`config.mk`:
```
export PLATFORM = sky130hd
export DESIGN_NAME = perf_traffic_gen
export DESIGN_NICKNAME = d
export VERILOG_FILES = /design/src/rtl/perf_traffic_gen_pkg.sv /design/src/rtl/perf_traffic_gen_arb.sv /design/src/rtl/perf_traffic_gen.sv
export SDC_FILE = /design/constraint.sdc
export NUM_CORES = 1
export LEC_CHECK = 0
export ABC_AREA = 0
export BUFFER_PORTS_ARGS = -buffer_cell sky130_fd_sc_hd__buf_2
export CORE_MARGIN = 2
export CORE_UTILIZATION = 53
export DETAILED_ROUTE_END_ITERATION = 6
export PLACE_DENSITY = 0.91
export SLEW_MARGIN = 20
export SYNTH_ARGS = -nofsm -noshare
export SYNTH_HDL_FRONTEND = slang
export SYNTH_SLANG_ARGS = --single-unit
export TNS_END_PERCENT = 20
```
`constraint.sdc`:
```
create_clock -name clk -period 12.6 [get_ports clk]
set_input_delay 2.52 -clock clk [delete_from_list [all_inputs] [get_ports clk]]
set_output_delay 2.52 -clock clk [all_outputs]
set_load 0.02 [all_outputs]
```
`src/rtl/perf_traffic_gen_pkg.sv`:
```
// Shared constants for the synthetic AXI-stream traffic generator:
// class count, window size, header field layout and FSM encoding.
package perf_traffic_gen_pkg;
  localparam int NUM_CLASS   = 5;
  localparam int WINDOW_BITS = 10;
  localparam int BEAT_W      = 12;
  localparam int LEN_OF      = 0;
  localparam int LEN_SIZE    = 16;
  localparam int CLASS_OF    = 16;
  localparam int CLASS_SIZE  = 5;
  localparam int SEQ_OF      = 32;
  localparam int SEQ_SIZE    = 32;

  typedef enum logic [1:0] {
    IDLE   = 2'd0,
    SELECT = 2'd1,
    SEND   = 2'd2
  } state_t;
endpackage

```
`src/rtl/perf_traffic_gen_arb.sv`:
```
// 5-way round-robin picker: search starts at the class after ptr and the
// first eligible class wins; ptr_nxt is the pointer value to commit on grant.
module rr_class_arbiter
  import perf_traffic_gen_pkg::*;
(
  input  logic [NUM_CLASS-1:0] elig,
  input  logic [2:0]           ptr,
  output logic [2:0]           gnt_idx,
  output logic                 gnt_vld,
  output logic [2:0]           ptr_nxt
);
  logic [2:0] idx;

  // Walk from farthest to nearest so the nearest eligible class is written last.
  always_comb begin
    gnt_idx = '0;
    gnt_vld = 1'b0;
    idx     = '0;
    for (int off = NUM_CLASS; off >= 1; off--) begin
      idx = 3'((int'(ptr) + off) % NUM_CLASS);
      if (elig[idx]) begin
        gnt_idx = idx;
        gnt_vld = 1'b1;
      end
    end
    ptr_nxt = gnt_vld ? gnt_idx : ptr;
  end
endmodule

```
`src/rtl/perf_traffic_gen.sv`:
```
// Round-robin packet source over five flow classes with per-window frame
// budgets; beat 0 of every packet is a self-describing header.
module perf_traffic_gen
  import perf_traffic_gen_pkg::*;
#(
  parameter int AXIS_DATA_WIDTH = 256,
  parameter int AXIS_KEEP_WIDTH = AXIS_DATA_WIDTH / 8
) (
  input  logic                       clk,
  input  logic                       rst_n,
  input  logic                       cfg_enable,
  input  logic [NUM_CLASS-1:0]       cfg_class_mask,
  input  logic [15:0]                cfg_pk_len,
  input  logic [NUM_CLASS*16-1:0]    cfg_budget,
  output logic [AXIS_DATA_WIDTH-1:0] m_axis_tdata,
  output logic [AXIS_KEEP_WIDTH-1:0] m_axis_tkeep,
  output logic                       m_axis_tvalid,
  input  logic                       m_axis_tready,
  output logic                       m_axis_tlast,
  output logic [4:0]                 m_flow_class,
  output logic [15:0]                m_pk_len,
  output logic [31:0]                sent_pk_count,
  output logic [47:0]                sent_frame_count
);
  localparam int KW_LOG = $clog2(AXIS_KEEP_WIDTH);

  state_t                         state;
  logic [NUM_CLASS-1:0][15:0]     budget;
  logic [NUM_CLASS-1:0][15:0]     used;
  logic [NUM_CLASS-1:0][31:0]     seq;
  logic [WINDOW_BITS-1:0]         win;
  logic [2:0]                     ptr, gnt_idx, ptr_nxt;
  logic                           gnt_vld;
  logic [NUM_CLASS-1:0]           elig;
  logic [BEAT_W-1:0]              beats, pk_beats, beat_idx, beat_nxt;

  assign budget   = cfg_budget;
  assign beats    = BEAT_W'(cfg_pk_len >> KW_LOG) + BEAT_W'(|cfg_pk_len[KW_LOG-1:0]);
  assign beat_nxt = beat_idx + 1'b1;

  for (genvar i = 0; i < NUM_CLASS; i++) begin : g_elig
    assign elig[i] = cfg_class_mask[i] && (cfg_pk_len != '0) &&
                     ((budget[i] == '0) ||
                      ({1'b0, used[i]} + 17'(beats) <= {1'b0, budget[i]}));
  end

  rr_class_arbiter u_arb (
    .elig    (elig),
    .ptr     (ptr),
    .gnt_idx (gnt_idx),
    .gnt_vld (gnt_vld),
    .ptr_nxt (ptr_nxt)
  );

  function automatic logic [AXIS_KEEP_WIDTH-1:0] keep_for(input logic [15:0] len);
    logic [KW_LOG-1:0]          rem;
    logic [AXIS_KEEP_WIDTH-1:0] k;
    rem = len[KW_LOG-1:0];
    k   = '1;
    if (rem != '0)
      for (int b = 0; b < AXIS_KEEP_WIDTH; b++) k[b] = (b < int'(rem));
    return k;
  endfunction

  function automatic logic [AXIS_DATA_WIDTH-1:0] header(input logic [15:0] len,
                                                        input logic [2:0]  cls,
                                                        input logic [31:0] sq);
    logic [AXIS_DATA_WIDTH-1:0] d;
    d = '0;
    d[LEN_OF +: LEN_SIZE]     = len;
    d[CLASS_OF +: CLASS_SIZE] = {2'b00, cls};
    d[SEQ_OF +: SEQ_SIZE]     = sq;
    return d;
  endfunction

  function automatic logic [AXIS_DATA_WIDTH-1:0] payload(input logic [BEAT_W-1:0] k);
    return {(AXIS_DATA_WIDTH/16){{4'b0000, k}}};
  endfunction

  always_ff @(posedge clk) begin
    if (!rst_n) begin
      state            <= IDLE;
      used             <= '0;
      seq              <= '0;
      win              <= '0;
      ptr              <= 3'd4;
      pk_beats         <= '0;
      beat_idx         <= '0;
      m_axis_tdata     <= '0;
      m_axis_tkeep     <= '0;
      m_axis_tvalid    <= 1'b0;
      m_axis_tlast     <= 1'b0;
      m_flow_class     <= '0;
      m_pk_len         <= '0;
      sent_pk_count    <= '0;
      sent_frame_count <= '0;
    end else begin
      win <= win + 1'b1;
      if (win == '0) used <= '0;
      if (m_axis_tvalid && m_axis_tready) begin
        sent_frame_count <= sent_frame_count + 1'b1;
        if (m_axis_tlast) sent_pk_count <= sent_pk_count + 1'b1;
      end
      case (state)
        IDLE: if (cfg_enable) state <= SELECT;
        SELECT: begin
          if (!cfg_enable) begin
            state <= IDLE;
          end else if (gnt_vld) begin
            state         <= SEND;
            ptr           <= ptr_nxt;
            m_pk_len      <= cfg_pk_len;
            m_flow_class  <= {2'b00, gnt_idx};
            // A charge in the clearing cycle restarts the class from this packet.
            used[gnt_idx] <= (win == '0) ? 16'(beats) : used[gnt_idx] + 16'(beats);
            seq[gnt_idx]  <= seq[gnt_idx] + 32'd1;
            pk_beats      <= beats;
            beat_idx      <= '0;
            m_axis_tvalid <= 1'b1;
            m_axis_tdata  <= header(cfg_pk_len, gnt_idx, seq[gnt_idx]);
            m_axis_tlast  <= (beats == BEAT_W'(1));
            m_axis_tkeep  <= (beats == BEAT_W'(1)) ? keep_for(cfg_pk_len) : '1;
          end
        end
        SEND: begin
          if (m_axis_tready) begin
            if (m_axis_tlast) begin
              m_axis_tvalid <= 1'b0;
              m_axis_tlast  <= 1'b0;
              state         <= SELECT;
            end else begin
              beat_idx     <= beat_nxt;
              m_axis_tdata <= payload(beat_nxt);
              m_axis_tlast <= (beat_nxt == pk_beats - 1'b1);
              m_axis_tkeep <= (beat_nxt == pk_beats - 1'b1) ? keep_for(m_pk_len) : '1;
            end
          end
        end
        default: state <= IDLE;
      endcase
    end
  end
endmodule

```
== After elaboration in Yosys (flattened, before gate mapping) ==
Index checks and enable logic that the tools add are counted.
Word-level totals
  register bits after elaboration: 668
  input port bits: 105
  output and inout port bits: 391
  word-level logic and storage cells: 237
Cells by class
  $add $sub $neg: 18
  divide/modulo/power cells: 5
  order comparisons: 74
  equality and inequality tests: 11
  muxes and demuxes: 71
  reductions and logical operators: 35
Operators by type and width (count)
  $mux W256: 4
  $pmux W256 S2: 1
  $mux W80: 5
  $mux W32: 10
  $bwmux W160: 1
  $mod A32 B4 Y32 const B: 5
  $lt A5 B5 Y1 const A: 30
  $bmux W32 S3: 1
  $demux W32 S3: 1
  $add A16 B12 Y17: 5
  $le A17 B16 Y1: 5
  $bwmux W80: 1
  $logic_not A16 Y1: 5
  $lt A4 B5 Y1 const A: 16
  $add A32 B1 Y32 const B: 2
  $pmux W32 S2: 1
  $add A48 B1 Y48 const B: 1
  $bmux W16 S3: 1
  $demux W16 S3: 1
  $mux W12: 4
  $mux W16: 3
  $lt A3 B5 Y1 const A: 8
  $lt A3 B4 Y1 const B: 6
  $pmux W12 S2: 1
  other kinds (35): 96

== Depth between registers and ports, before layout ==
Gate-level depths: netlist of run 1.
  word-level depth: 21
  mapped depth: 61
  depth with buffers taken out: 54

== Modules after synthesis ==
From an unflattened synthesis of run 1, not the netlist that was laid out.
Second synthesis, totals
  cell total of the unflattened synthesis: 3842
  area, all modules: 30277.8 sq um
Modules (own cells, without submodules)
  perf_traffic_gen: times used 1, cells an instance 3585, area an instance 28367.2 sq um, sequential area each 9268.9 sq um
  rr_class_arbiter: times used 1, cells an instance 257, area an instance 1910.6 sq um, sequential area each 0.0 sq um

== Worst setup path before layout of run 1 ==
OpenSTA, ideal clock, no wires.
  path type: input port to flip-flop
  start: input cfg_pk_len[0]
  end: register used[31] (netlist bit)
  library setup time: 0.067 ns
  arrival: 12.377 ns
  data required time: 12.533 ns
  path slack: 0.156 ns
  stages: 56
  buffers on the path: 5
  cells stage by stage: buf_2 -> nor4_4 -> nand2b_1 -> ha_1 -> ha_1 -> xor2_1 -> ha_1 -> a21oi_1 -> o21bai_1 -> a21oi_1 -> nand2b_1 -> a21boi_0 -> o21ai_0 -> nand2b_1 -> a21oi_1 -> o21bai_1 -> a21oi_1 -> nor2b_1 -> [20 not listed] -> a21oi_1 -> ha_1 -> a21o_1 -> a21oi_1 -> o21ai_0 -> a21oi_1 -> o21ai_0 -> a21oi_1 -> o21ai_0 -> a21oi_1 -> o21bai_1 -> a21oi_1 -> nor2b_1 -> o211ai_1 -> nor3_1 -> xnor2_1 -> a32oi_1 -> nor2_1
On the way
  word-level cells in the longest chain between the ends: 21
  elaborated cells between the ends (all ways): 61
  those cells by class: 7 x add/sub; 7 x order compare; 29 x mux; 18 x reduce/logical
Ends and longest elaborated chain
  start, declared: RTL line perf_traffic_gen.sv:13  | input logic [15:0] cfg_pk_len,
  $reduce_or A5 Y1 *: RTL line perf_traffic_gen.sv:38  | assign beats = BEAT_W'(cfg_pk_len >> KW_LOG) + BEAT_W'(|cfg_pk_len[KW_LOG-1:0]);
  $add A11 B1 Y12 *: RTL line perf_traffic_gen.sv:38
  net beats[2]: RTL line perf_traffic_gen.sv:35  | logic [BEAT_W-1:0] beats, pk_beats, beat_idx, beat_nxt;
  $add A16 B12 Y17: RTL line perf_traffic_gen.sv:44  | ({1'b0, used[i]} + 17'(beats) <= {1'b0, budget[i]}));
  $le A17 B16 Y1: RTL line perf_traffic_gen.sv:44
  $logic_or A1 B1 Y1: RTL line perf_traffic_gen.sv:43  | ((budget[i] == '0) ||
  $logic_and A1 B1 Y1: RTL line perf_traffic_gen.sv:42  | assign elig[i] = cfg_class_mask[i] && (cfg_pk_len != '0) &&
  $bmux W1 S3: RTL line perf_traffic_gen_arb.sv:21  | if (elig[idx]) begin
  [6 not listed]
  $bmux W16 S3 (tied with other cells): RTL line perf_traffic_gen.sv:115  | used[gnt_idx] <= (win == '0) ? 16'(beats) : used[gnt_idx] + 16'(beats);
  $mux W16 (not written as such) / $logic_and A1 B1 Y1 (equally long branches): RTL line perf_traffic_gen.sv:115
  $add A16 B12 Y16 / $mux W16 (equally long branches): RTL line perf_traffic_gen.sv:115
  $mux W16 / $demux W16 S3 (equally long branches): RTL line perf_traffic_gen.sv:115
  $bwmux W80: RTL line perf_traffic_gen.sv:115
  $mux W80 *: RTL line perf_traffic_gen.sv:109  | end else if (gnt_vld) begin
  $mux W80 *: RTL line perf_traffic_gen.sv:107  | if (!cfg_enable) begin
  $mux W80 *: RTL line perf_traffic_gen.sv:104  | case (state)
  end signal, assigned by index: RTL line perf_traffic_gen.sv:115
  end, declared: RTL line perf_traffic_gen.sv:29  | logic [NUM_CLASS-1:0][15:0] used;
The timed path passes the listed nets; every way through them passes the cells marked *. The select of a mux whose other input is x is not followed.
A chain may end at the register's enable or synchronous reset.

== Worst setup path after layout of run 1 ==
  start: input cfg_pk_len[3]
  end: register used[12] (netlist bit)
The elaborated chain is that of the path after synthesis.

==> results of run 1 <==
[through the flow]
step | hold slack, ns | util [%] | total power [mW] | instance area, um2 | worst slack [ns]
2_1_floorplan | 0.432 | - | 3.63 | 30900 | 0.156
3_3_place_gp | 0.436 | 56.7 | 4.56 | 32600 | 0.140
3_5_place_dp | 0.443 | 56.7 | 4.59 | 32600 | -0.0277
4_1_cts | 0.452 | 59.4 | 6.00 | 34100 | 0.481
5_1_grt | 0.468 | 59.6 | 6.36 | 34300 | 0.0355
6_report | 0.451 | 59.6 | 6.14 | 34300 | 0.749
[state kept, by name (all words and copies together), names as in the netlist, 12 cells and up]
name              cells
m_axis_tdata         52
m_axis_tkeep         32
m_pk_len             16
pk_beats             12
sent_frame_count     48
sent_pk_count        32
seq                 160
used                 80
[repair_timing]
action | in CTS | in global routing
setup buffers | 0 | 5
setup endpoints to repair | 0 | 62
resized for setup | 0 | 18
[final cells by class]
cell class	count	area, um2	share of cell area, %
Multi-Input combinational cell	2983	18700	54.6
Sequential cell	461	9230	26.9
Timing Repair Buffer	563	3180	9.27
Clock buffer	67	1320	3.85
Tap cell	765	957	2.79
Inverter	170	646	1.88
Clock inverter	14	228	0.665
[power groups by stage]
stage / Combinational, mW / Clock (mW) / Sequential [mW]
2_1_floorplan: 2.03 / 0 / 1.60
3_3_place_gp: 2.97 / 0 / 1.59
3_5_place_dp: 3.00 / 0 / 1.59
4_1_cts: 3.02 / 1.42 / 1.56
5_1_grt: 3.32 / 1.48 / 1.57
6_report: 3.16 / 1.42 / 1.56
[synth_stat cells (11+ instances only)]
| master | instances |
|---|---|
| inv_1 | 166 |
| o21ai_0 | 190 |
| o22ai_1 | 15 |
| o211ai_1 | 55 |
| buf_4 | 200 |
| or3_1 | 36 |
| a221oi_1 | 20 |
| a21boi_0 | 13 |
| o21a_1 | 19 |
| a21o_1 | 25 |
| clkbuf_1 | 178 |
| or2_2 | 13 |
| nand2b_1 | 34 |
| o221a_2 | 18 |
| mux2i_1 | 30 |
| nor2_1 | 409 |
| nand4_1 | 71 |
| xnor2_1 | 103 |
| a31oi_1 | 56 |
| nor3_1 | 62 |
| o31ai_1 | 12 |
| dfxtp_1 | 461 |
| nor4_1 | 38 |
| or4_1 | 17 |
| nor2b_1 | 32 |
| o21bai_1 | 21 |
| ha_1 | 192 |
| a22oi_1 | 11 |
| nand3_1 | 316 |
| and3_1 | 47 |
| a211oi_1 | 30 |
| buf_2 | 17 |
| nand2_1 | 413 |
| xor2_1 | 111 |
| and4_1 | 16 |
| buf_1 | 19 |
| a21oi_1 | 290 |
| and2_1 | 22 |
[cells by family after synthesis]
group | after synthesis | share of synthesized area [%]
buffers and inverters | 594 | 10.0
adders and majority gates | 199 | 8.29
other | 1 | 0.0122
xor gates and xnor gates | 216 | 6.25
and+or+nand+nor | 1572 | 24.6
AOI/OAI and AO/OA | 906 | 19.3
muxes | 36 | 1.42
DFF | 461 | 30.1
[worst max-delay path by stage]
stage                        startpoint       end  cells past startpoint  slack [ns]
after global routing      cfg_pk_len[3]  used[14]                     53        0.04
after CTS                 cfg_pk_len[0]  used[12]                     52        0.48
after detailed placement  cfg_pk_len[0]  used[12]                     52       -0.03
final                     cfg_pk_len[3]  used[12]                     50        0.75
after global placement    cfg_pk_len[0]  used[14]                     53        0.14
after floorplan           cfg_pk_len[0]  used[31]                     56        0.16
[per-layer routing]
layer / vias up / GRT usage, % / share of wire, %
met5: - / 0 / 0.012
met4: 2 / 18.9 / 6.0
met3: 454 / 7.79 / 11
met2: 1926 / 54.0 / 45
met1: 14700 / 42.0 / 38
li1: 14300 / - / -
[worst min-delay path: stages (launching register included)]
cell     delay [ns]
dfxtp_1        0.30
nand2_1        0.05
a21oi_1        0.05
==> run metrics, run 1 <==
area leader, netlist dfxtp_1; Layout area overhead 11.7%; top cells by area, synth dfxtp_1 30%, ha_1 7.8%, nand3_1 5.2%, nand2_1 5.1%, nor2_1 5.0%; Placement Rows roughly 90; CP top delay family compound AO/OA/AOI/OAI gates; WP data arrival around 12 ns; cell area after synthesis roughly 31,000 um2; R2R cell count 48; worst reg2reg path startpoint used[17]; Yosys reg bits 461; clk buf depth 3; Post-synth EDFFs 0; worst skew pair latency a little over 0.6 ns; die width ~240 um; max-cap check violation count 0; Antenna Nets Post-Route 0; pwr dens roughly 180 nW/um2; cell count of the worst hold path 2; clock slew at reported path FFs roughly 0.060 ns; failing checks DRC; part of the cycle the worst path needs a little over nine tenths; placed cell count ~4,900; asr flop ratio synth 0%; chip height ~240 um; initial antenna violation count 1; NetSw around 2.8 mW; clock sinks between 400 and 500; post-synth top area share between 30% and 40%; Initial Utilization between 50% and 60%; dominant synthesized flop cell dfxtp_1; IO Port Bufs 441; worst-margin pin slew 1.23 ns; total I/O pin count 496; largest net degree at the start of global routing between 150 and 200; Cells after Synth roughly 4,000; Total Wirelength around 110,000 um; via count around 31,000; Seq pwr share ~25%; CP Max Fanout 7; Lkg Pwr 14.8 nW; via count of the first global-routing pass a little under 30,000; status finished with violations; CP Data Required Time ~13 ns; Clk pwr share a little under a quarter; Core Area 57,500 um2; Max Clock Freq ~84 MHz; DP Wirelength roughly 76,000 um; Starting DRT DRC Count ~3,800; Post-CTS Hold Buffers 0; Post-route DRC 7; number of library cell types mapped by synthesis 112; DIE AREA 59,800 um2; clock skew roughly 0.046 ns; Final setup viols 0; WL per Instance about 21 um; most common cell after layout, fill and taps aside dfxtp_1; Post-Layout Cell Count ~5,000; layout cells sized above 1 between 10% and 20%; remaining global-route overflow 0; Crit path top cell by count o21ai_0; CP peak stage delay between 0.5 and 0.6 ns; Final Hold Viols 0; Pre-antenna DRT Iters 7; H-tree Lvls 2; fin crit period 11.85 ns; max-slew violations 0; nets 4,529; CP max-delay cell xor2_1; CTS tree done; endpoint class of the critical path flip-flop; Avg Inst Size Synth about 7.7 um2; unrepaired setup endpoints after global routing no; Hold Crit Class flip-flop to flip-flop; Yosys warning count 0; critical path startpoint category input port; Int Pwr between 3 and 4 mW; crit path kind input port to flip-flop; GPL Wtd Cong a little over 1; first-pass GRT wire length ~160,000 um; slew margin rel. about 17%; maximum VDD drop 0.000240 V; number of filler cells placed in the layout between 4,000 and 5,000; All-Layer GR Usage between 30% and 40%; Net Sw Frac 45.0%; Reg-to-Reg End used[12]; Worst R2R Setup Slack approximately 3.5 ns; most frequent cells in the layout 461 x dfxtp_1, 440 x buf_2, 409 x nand2_1, 409 x nor2_1, 315 x nand3_1; worst path buffer plus inverter count 4; hold_sp m_axis_tdata[15]; Comb pwr share around half; Root Buffer clkbuf_16; Vias/cell between 6 and 7; number of diodes 0; Fin Setup TNS 0 ns; post-synthesis sequential area ratio between 30% and 40%; hold endpoint m_axis_tdata[15]; CTS buffer count 46
Note: power is estimated with default switching activity, not from simulation.
==> inputs of run 2 (changes only) <==
--- a/config.mk
+++ b/config.mk
@@ -8,9 +8,10 @@
 export ABC_AREA = 0
 export BUFFER_PORTS_ARGS = -buffer_cell sky130_fd_sc_hd__buf_2
 export CORE_MARGIN = 2
-export CORE_UTILIZATION = 53
+export CORE_UTILIZATION = 25
+export CTS_CLUSTER_SIZE = 14
 export DETAILED_ROUTE_END_ITERATION = 6
-export PLACE_DENSITY = 0.91
+export PLACE_DENSITY = 0.55
 export SLEW_MARGIN = 20
 export SYNTH_ARGS = -nofsm -noshare
 export SYNTH_HDL_FRONTEND = slang
==> run 2 against run 1 <==
The run now ends clean. Clock power up 17%. First-iteration DRC count down 32%. Core utilization down 30 points. Critical path type unchanged. Critical endpoint is now used[44]. Largest power group unchanged. Highest routed layer is now met4.
==> run metrics, run 2 (synthesis results as in run 1) <==
status finished, final reports clean; CP max-delay cell a2111oi_0; Largest Register seq; area taken by multi-input logic gates 18,700 um2 (about the same); Starting DRT DRC Count 2,588 (-32%); via count of the first global-routing pass 27,800 (-5.1%); Crit path top cell by count buf_4; Post-Layout Cell Count 5,952 (+18%); layout cells sized above 1 18.7% (+1.3 points); Vias/cell 5.03 (-20%); GR Util met2 29.1% (-25 points); total I/O pin count 496 (unchanged); Hold Crit Class flip-flop to flip-flop; Largest regs seq (160), used (80), m_axis_tdata (52); met3 Resource Use GR 3.33% (-4.5 points); first-pass GRT wire length 176,000 um (+8.9%); All-Layer GR Usage 18.0% (-16 points); most frequent cells in the layout 461 x dfxtp_1, 440 x buf_2, 411 x nand2_1; Fin Setup TNS 0 ns (unchanged); clk buf depth 3 (unchanged); sequential cell area 9230 um2 (unchanged); die width 354 um (+45%); GPL Wtd Cong 0.922 (-9.8%); via count 30,000 (-4.6%); DIE AREA 126,000 um2 (+110%); CTS buffer count 51 (+11%); final setup margin 0.787 ns (+0.0380 ns); pwr dens 181 nW/um2 (+1.1%); nets 4,590 (+1.3%); maximum VDD drop 0.000200 V (-17%); crit path kind input port to flip-flop; pre-CTS WS 0.0904 ns (+0.118 ns); clock slew at reported path FFs 0.06 ns (about the same); Finished Core Util 29.6% (-30 points); Lkg Pwr 15.2 nW (+2.6%); H-tree Lvls 2 (unchanged); initial antenna violation count 5 (+4); max-slew violations 0 (unchanged); endpoint class of the critical path flip-flop; Final setup viols 0 (unchanged); design area 36,000 um2 (+5.1%); Initial Utilization 25.2% (-28 points); Root Buffer clkbuf_16; CTS tree done; chip height 354 um (+45%); DP Wirelength 87,300 um (+15%); placed cell count 5,858 (+19%); Placement Rows 128 (+45%); fin crit period 11.81 ns (-0.0380 ns); WL per Instance 20.0 um (-6.5%); Max Clock Freq 84.7 MHz (+0.32%); largest net degree at the start of global routing 123 (-37%); part of the cycle the worst path needs 93.8% (-0.30 points); most common cell after layout, fill and taps aside dfxtp_1; Final Hold Viols 0 (unchanged); WP data arrival 12.32 ns (about the same); max-cap check violation count 0 (unchanged); unrepaired setup endpoints after global routing no; worst-margin pin slew 1.14 ns (-0.0900 ns); CP Max Fanout 9 (+2); Placed Area 34,100 um2 (+4.7%); Most Crowded Layer GR met2; clock skew 0.0302 ns (-0.0159 ns); Pre-antenna DRT Iters 5 (-2); Antenna Nets Post-Route 0 (unchanged); IO Port Bufs 441 (unchanged); remaining global-route overflow 0 (unchanged); Layout area overhead 17.3%; slew margin rel. 23.5% (+6.6 points); Largest register FFs 160 (unchanged); Post-route DRC 0 (-7); Post-CTS Hold Buffers 0 (unchanged); Core Area 122,000 um2 (+110%); M1 GR Usage 24.3% (-18 points); CP peak stage delay 0.63 ns (+0.09 ns); worst skew pair latency 0.63 ns (about the same); number of filler cells placed in the layout 13,200 (+170%); clock sinks 461 (unchanged); CP Data Required Time 13.11 ns (+0.05 ns); critical path startpoint category input port; Total Wirelength 119,000 um (+11%)
-- run 2: cell count changes in the layout (fill, tap and decap cells not counted), sizes merged --
| cell | delta |
|---|---|
| buf | +56 |
| bufinv | +5 |
| clkbuf | +3 |
| diode | +2 |
| inv | +2 |
| clkinv | +1 |
-- run 2: layer usage --
layer	share of wire [%]	up-vias
li1	-	14500
met1	44	14300
met2	46	1052
met3	7.3	161
met4	2.6	0
met5	0	-
-- run 2: path summary, 6_finish.rpt --
path	startpoint	end	slack, ns	cells past startpoint
worst max-delay path	cfg_pk_len[0]	used[44]	0.79	50
worst min-delay path	seq[132]	seq[132]	0.45	2
worst max register to register	used[17]	used[44]	3.56	50
worst min register to register	seq[132]	seq[132]	0.45	2
-- run 2: cell type report --
| type | instances | share of cell area (%) |
|---|---|---|
| Clock buffer | 70 | 4.09 |
| Antenna cell | 2 | 0.0139 |
| Timing Repair Buffer | 619 | 9.96 |
| Inverter | 170 | 1.79 |
| Sequential cell | 461 | 25.6 |
| Tap cell | 1625 | 5.65 |
| Clock inverter | 22 | 0.932 |
| Multi-Input combinational cell | 2983 | 51.9 |
-- run 2: what timing repair did --
item | in CTS | in global routing
gates resized for setup | 0 | 9
setup buffers | 0 | 0
setup endpoints to repair | 0 | 25
-- run 2: critical path: cells and delay by family --
kind / cells / cell delay [ns]
AOI/OAI and AO/OA: 22 / 4.84
buffers and inverters: 10 / 1.68
and+or+nand+nor: 11 / 1.40
adders and majority gates: 4 / 1.37
xor gates and xnor gates: 3 / 0.53
-- run 2: per-stage QoR --
step,power [mW],hold WS (ns)
5_1_grt,6.85,0.472
6_report,6.53,0.452
3_3_place_gp,4.83,0.439
3_5_place_dp,4.82,0.443
4_1_cts,6.49,0.452
2_1_floorplan,3.63,0.432
-- run 2: power breakdown --
group          internal, mW  total (mW)  switching (mW)
Combinational          1.19        3.31            2.12
Clock                 0.981        1.66           0.675
Sequential             1.51        1.56          0.0505
